**src/rtl/fp8_result_display.sv**
```systemverilog
// Latches each valid FP8 adder result and shows it on one 7-segment digit
// as a timed sequence: high nibble, low nibble (with dp), blank gap.
module fp8_result_display #(
  parameter int unsigned HOLD_CYCLES = 12000000,
  parameter bit          LOOP        = 1'b1
) (
  input  logic       clk,
  input  logic       rst_n,
  input  logic       ena,
  input  logic [7:0] result_i,
  input  logic       result_valid_i,
  output logic [6:0] seg_o,
  output logic       dp_o,
  output logic       busy_o,
  output logic       done_o
);

  localparam int CW = ($clog2(HOLD_CYCLES + 1) < 1) ? 1 : $clog2(HOLD_CYCLES + 1);
  localparam logic [CW-1:0] LAST     = CW'(HOLD_CYCLES - 1);
  localparam logic [6:0]    SEG_DASH = 7'h40;

  typedef enum logic [1:0] {IDLE, HI, LO, GAP} state_t;

  state_t        state, state_nx;
  logic [CW-1:0] cnt, cnt_nx;
  logic [7:0]    held, held_nx;

  function automatic logic [6:0] hex7(input logic [3:0] n);
    case (n)
      4'h0: hex7 = 7'h3F;
      4'h1: hex7 = 7'h06;
      4'h2: hex7 = 7'h5B;
      4'h3: hex7 = 7'h4F;
      4'h4: hex7 = 7'h66;
      4'h5: hex7 = 7'h6D;
      4'h6: hex7 = 7'h7D;
      4'h7: hex7 = 7'h07;
      4'h8: hex7 = 7'h7F;
      4'h9: hex7 = 7'h6F;
      4'hA: hex7 = 7'h77;
      4'hB: hex7 = 7'h7C;
      4'hC: hex7 = 7'h39;
      4'hD: hex7 = 7'h5E;
      4'hE: hex7 = 7'h79;
      default: hex7 = 7'h71;
    endcase
  endfunction

  // A new strobe always wins, including over a GAP terminal count.
  always_comb begin
    state_nx = state;
    cnt_nx   = cnt;
    held_nx  = held;
    if (result_valid_i) begin
      state_nx = HI;
      cnt_nx   = '0;
      held_nx  = result_i;
    end else if (state != IDLE) begin
      if (cnt == LAST) begin
        cnt_nx = '0;
        case (state)
          HI:      state_nx = LO;
          LO:      state_nx = GAP;
          GAP:     state_nx = LOOP ? HI : IDLE;
          default: state_nx = IDLE;
        endcase
      end else begin
        cnt_nx = cnt + 1'b1;
      end
    end
  end

  // Outputs are decoded from the next state so the digit appears in the
  // same cycle the FSM enters a phase.
  always_ff @(posedge clk or negedge rst_n) begin
    if (!rst_n) begin
      state  <= IDLE;
      cnt    <= '0;
      held   <= 8'h00;
      seg_o  <= SEG_DASH;
      dp_o   <= 1'b0;
      busy_o <= 1'b0;
      done_o <= 1'b0;
    end else if (!ena) begin
      seg_o  <= 7'h00;
      dp_o   <= 1'b0;
      done_o <= 1'b0;
    end else begin
      state  <= state_nx;
      cnt    <= cnt_nx;
      held   <= held_nx;
      busy_o <= (state_nx != IDLE);
      done_o <= (state_nx == GAP) && (cnt_nx == LAST);
      case (state_nx)
        HI: begin
          seg_o <= hex7(held_nx[7:4]);
          dp_o  <= 1'b0;
        end
        LO: begin
          seg_o <= hex7(held_nx[3:0]);
          dp_o  <= 1'b1;
        end
        GAP: begin
          seg_o <= 7'h00;
          dp_o  <= 1'b0;
        end
        default: begin
          seg_o <= SEG_DASH;
          dp_o  <= 1'b0;
        end
      endcase
    end
  end

endmodule

```
**config.mk**
```make
export PLATFORM = sky130hd
export DESIGN_NAME = fp8_result_display
export DESIGN_NICKNAME = d
export VERILOG_FILES = /design/src/rtl/fp8_result_display.sv
export SDC_FILE = /design/constraint.sdc
export NUM_CORES = 1
export LEC_CHECK = 0
export BUFFER_PORTS_ARGS = -buffer_cell sky130_fd_sc_hd__buf_2
export CORE_UTILIZATION = 40
export CTS_BUF_LIST = sky130_fd_sc_hd__clkbuf_2
export DETAILED_ROUTE_END_ITERATION = 12
export SYNTH_ARGS = -nofsm -noshare
export SYNTH_HDL_FRONTEND = slang
export SYNTH_SLANG_ARGS = --single-unit
```
**constraint.sdc**
```tcl
create_clock -name clk -period 6.8 [get_ports clk]
set_clock_uncertainty 0.2 [all_clocks]
set_input_delay 1.36 -clock clk [delete_from_list [all_inputs] [get_ports clk]]
set_output_delay 1.36 -clock clk [all_outputs]
set_load 0.01 [all_outputs]
```
==> metrics.cfg <==
[critical_path]
reg2reg_slack_ns = 3.45
crit_arrival_ns = 3.71
cp-endpoint = seg_o[3]
critPathKind = primary input to flip-flop
reg2reg_to = state[1]
crit_path_start = result_valid_i
endpoint_kind = flip-flop
cp.required_ns = 6.99
timing.rr.start = state[1]
cp_max_fo = 23
crit_path_start_kind = primary input
worstRegToRegCells = 8

[floorplanning]
row_count = 32
die_area_um2 = 8290
coreArea_um2 = 7690
die_h_um = 91.0
fp.dieW_um = 91.0
io_pins = 22
start_util = 0.413

[placed_design]
port_buffers = 21
gp_congestion = 0.889
dp_cells = 463
pre_cts_slack_ns = 2.83
dp_hpwl_um = 5210
placed_cell_area_um2 = 3290

[hold_path]
whs_path_depth = 2
hp-class = flip-flop to flip-flop

[final_layout]
n_antenna_cell = 0
multi_input_area_um2 = 1880
drive_above_1_share = 0.133
syn_to_final_growth_pct = 5.05
register_area_um2 = 1100
final_cells = 471
final_area_um2 = 3330
fill_cells = 784
final_nets = 393

[synthesis]
synth_seq_area_share = 0.348
yosys.cell_types.count = 59
synth_seq_cells = 44
postSynthCellCount = 363
synth_top_family_by_area = simple AND/OR/NAND/NOR gates
postSynth.asyncResetShare = 1.00
synth_common_cells = dfrtp_1, nor2_1, nand2_1
synthXorXnorAreaFrac = 0.0276
synthAdderAreaFrac = 0.0513
netlist_area_um2 = 3170
syn_area_per_cell_um2 = 8.74
synth_area_leaders = dfrtp_1, ha_1, mux2i_1, o21ai_0, a21oi_1
yosysTopAreaCell = dfrtp_1
synth_edf_count = 0
synth_compound_area_frac = 0.209
synth_top_area_frac = 0.339
synth.net_count = 388
ys.flop_type = dfrtp_1
yosys.area_share.simple = 0.222
yosys_warnings = 0
muxShareOfSynthArea = 0.0797
yosysMostFrequentCell = dfrtp_1

[sta]
fin_crit_sh = 0.518
relSlewSlack = 0.280
fin_crit_ns = 3.53
hold_viol_final = 0
finalSetupViolations = 0
tns_ns = 0
fmax_mhz = 284
rsz0062_at_grt = no
worst_pin_slew_ns = 1.05
slew_viol_final = 0
timing.final.ws_setup_ns = 3.27

[power_and_ir_drop]
power_leakage_nw = 1.31
ir_drop_mv = 0.0939
powerDensity_nw_per_um2 = 163

[clock_network]
cts_tree = built
clock-sinks = 44
post_cts.repair.setup_buffers = 0
cts_resized = 0
numCtsBuffers = 5
cts_max_level = 2
clk_latency_ns = 0.45
clk_path_buf_depth = 2
cts_root_buf = clkbuf_2
clkTransAtPathRegs_ns = 0.23
hold_buffers = 0

[grt]
grt_antenna_before_repair = 0
busiest_layer = met2
grt_pass1_wl_um = 12600
met3_usage = 0.0268
overflow = 0
use_met1 = 0.258
met2_usage = 0.314
grt_usage = 0.190
grt_pass1_vias = 2555
grt_max_degree = 45

[route]
routed_wl_um = 7500
drc = 0
dr.pass1.iters = 5
num_vias = 2708
detail_route.wl_per_cell_um = 15.9
drt_iter0_drc = 236
vias_per_cell = 5.75
final_antenna_net_count = 0

[flow_run]
cap_violations = 0

[outcome]
status = finished, final reports clean

==> routing by layer <==
| metal | wire length, µm | part of all wire |
|---|---|---|
| met2 | 3490 | 0.47 |
| met3 | 345 | 0.046 |
| met4 | 125 | 0.017 |
| met5 | 0 | 0 |
| met1 | 3530 | 0.47 |
==> sequential cells by signal, summed over array words and instances (netlist names) <==
signal  cells
busy_o      1
cnt        24
done_o      1
dp_o        1
held        8
seg_o       7
state       2
==> logic make-up (layout without fill, tap and decap cells) <==
kind of cell | count (synthesis) | count (layout)
AO/OA/AOI/OAI | 97 | 97
XOR/XNOR | 10 | 10
adder cells (fa/ha/maj) | 13 | 13
buffers and inverters | 40 | 46
flip-flops | 44 | 44
multiplexers | 23 | 23
AND/OR/NAND/NOR | 136 | 136
==> report_power, final <==
group / leakage, nW / total, mW / internal [mW] / switching (mW)
clock network: 0.0290 / 0.119 / 0.0261 / 0.0927
logic: 0.711 / 0.130 / 0.0524 / 0.0780
registers: 0.565 / 0.294 / 0.279 / 0.0152
==> area by class of cell <==
class / count / share of cell area
clock buffers: 6 / 0.00901
clock inverters: 2 / 0.00376
inverters: 13 / 0.0146
multi-input cells: 279 / 0.563
flip-flops and latches: 44 / 0.331
well taps: 102 / 0.0383
repair buffers: 25 / 0.0406
==> worst min path at each step <==
stage | from | to | slack [ns]
2_1_floorplan | held[0] | held[0] | 0.29
5_1_grt | held[1] | held[1] | 0.38
3_3_place_gp | held[0] | held[0] | 0.32
3_5_place_dp | busy_o | busy_o | 0.31
4_1_cts | held[5] | held[5] | 0.36
6_report | held[1] | held[1] | 0.36
==> critical path: stages <==
cell	delay, ns
buf_2	0.42
mux2i_1	0.51
inv_1	0.16
ha_1	0.28
mux4_4	0.61
a211oi_1	0.24
o21a_1	0.13
==> cells in the final DEF, fill, tap and decap left out, drive strengths merged, types with 8 or more instances in the layout <==
cell type | synthesis | final
mux2i | 16 | 16
nand4 | 9 | 9
nor3 | 17 | 17
o21ai | 23 | 23
buf | 11 | 25
dfrtp | 43 | 43
nor2 | 28 | 28
nand3 | 17 | 17
ha | 13 | 13
nand2 | 26 | 26
o31ai | 9 | 9
inv | 13 | 13
o2bb2ai | 8 | 8
a21oi | 22 | 22
==> per-stage QoR <==
step / total power, mW / util / hold slack [ns]
2_1_floorplan: 0.394 / - / 0.288
3_3_place_gp: 0.427 / 0.428 / 0.323
3_5_place_dp: 0.429 / 0.428 / 0.313
4_1_cts: 0.550 / 0.433 / 0.365
5_1_grt: 0.575 / 0.433 / 0.377
6_report: 0.543 / 0.433 / 0.357
(Power assumes the default switching activity.)
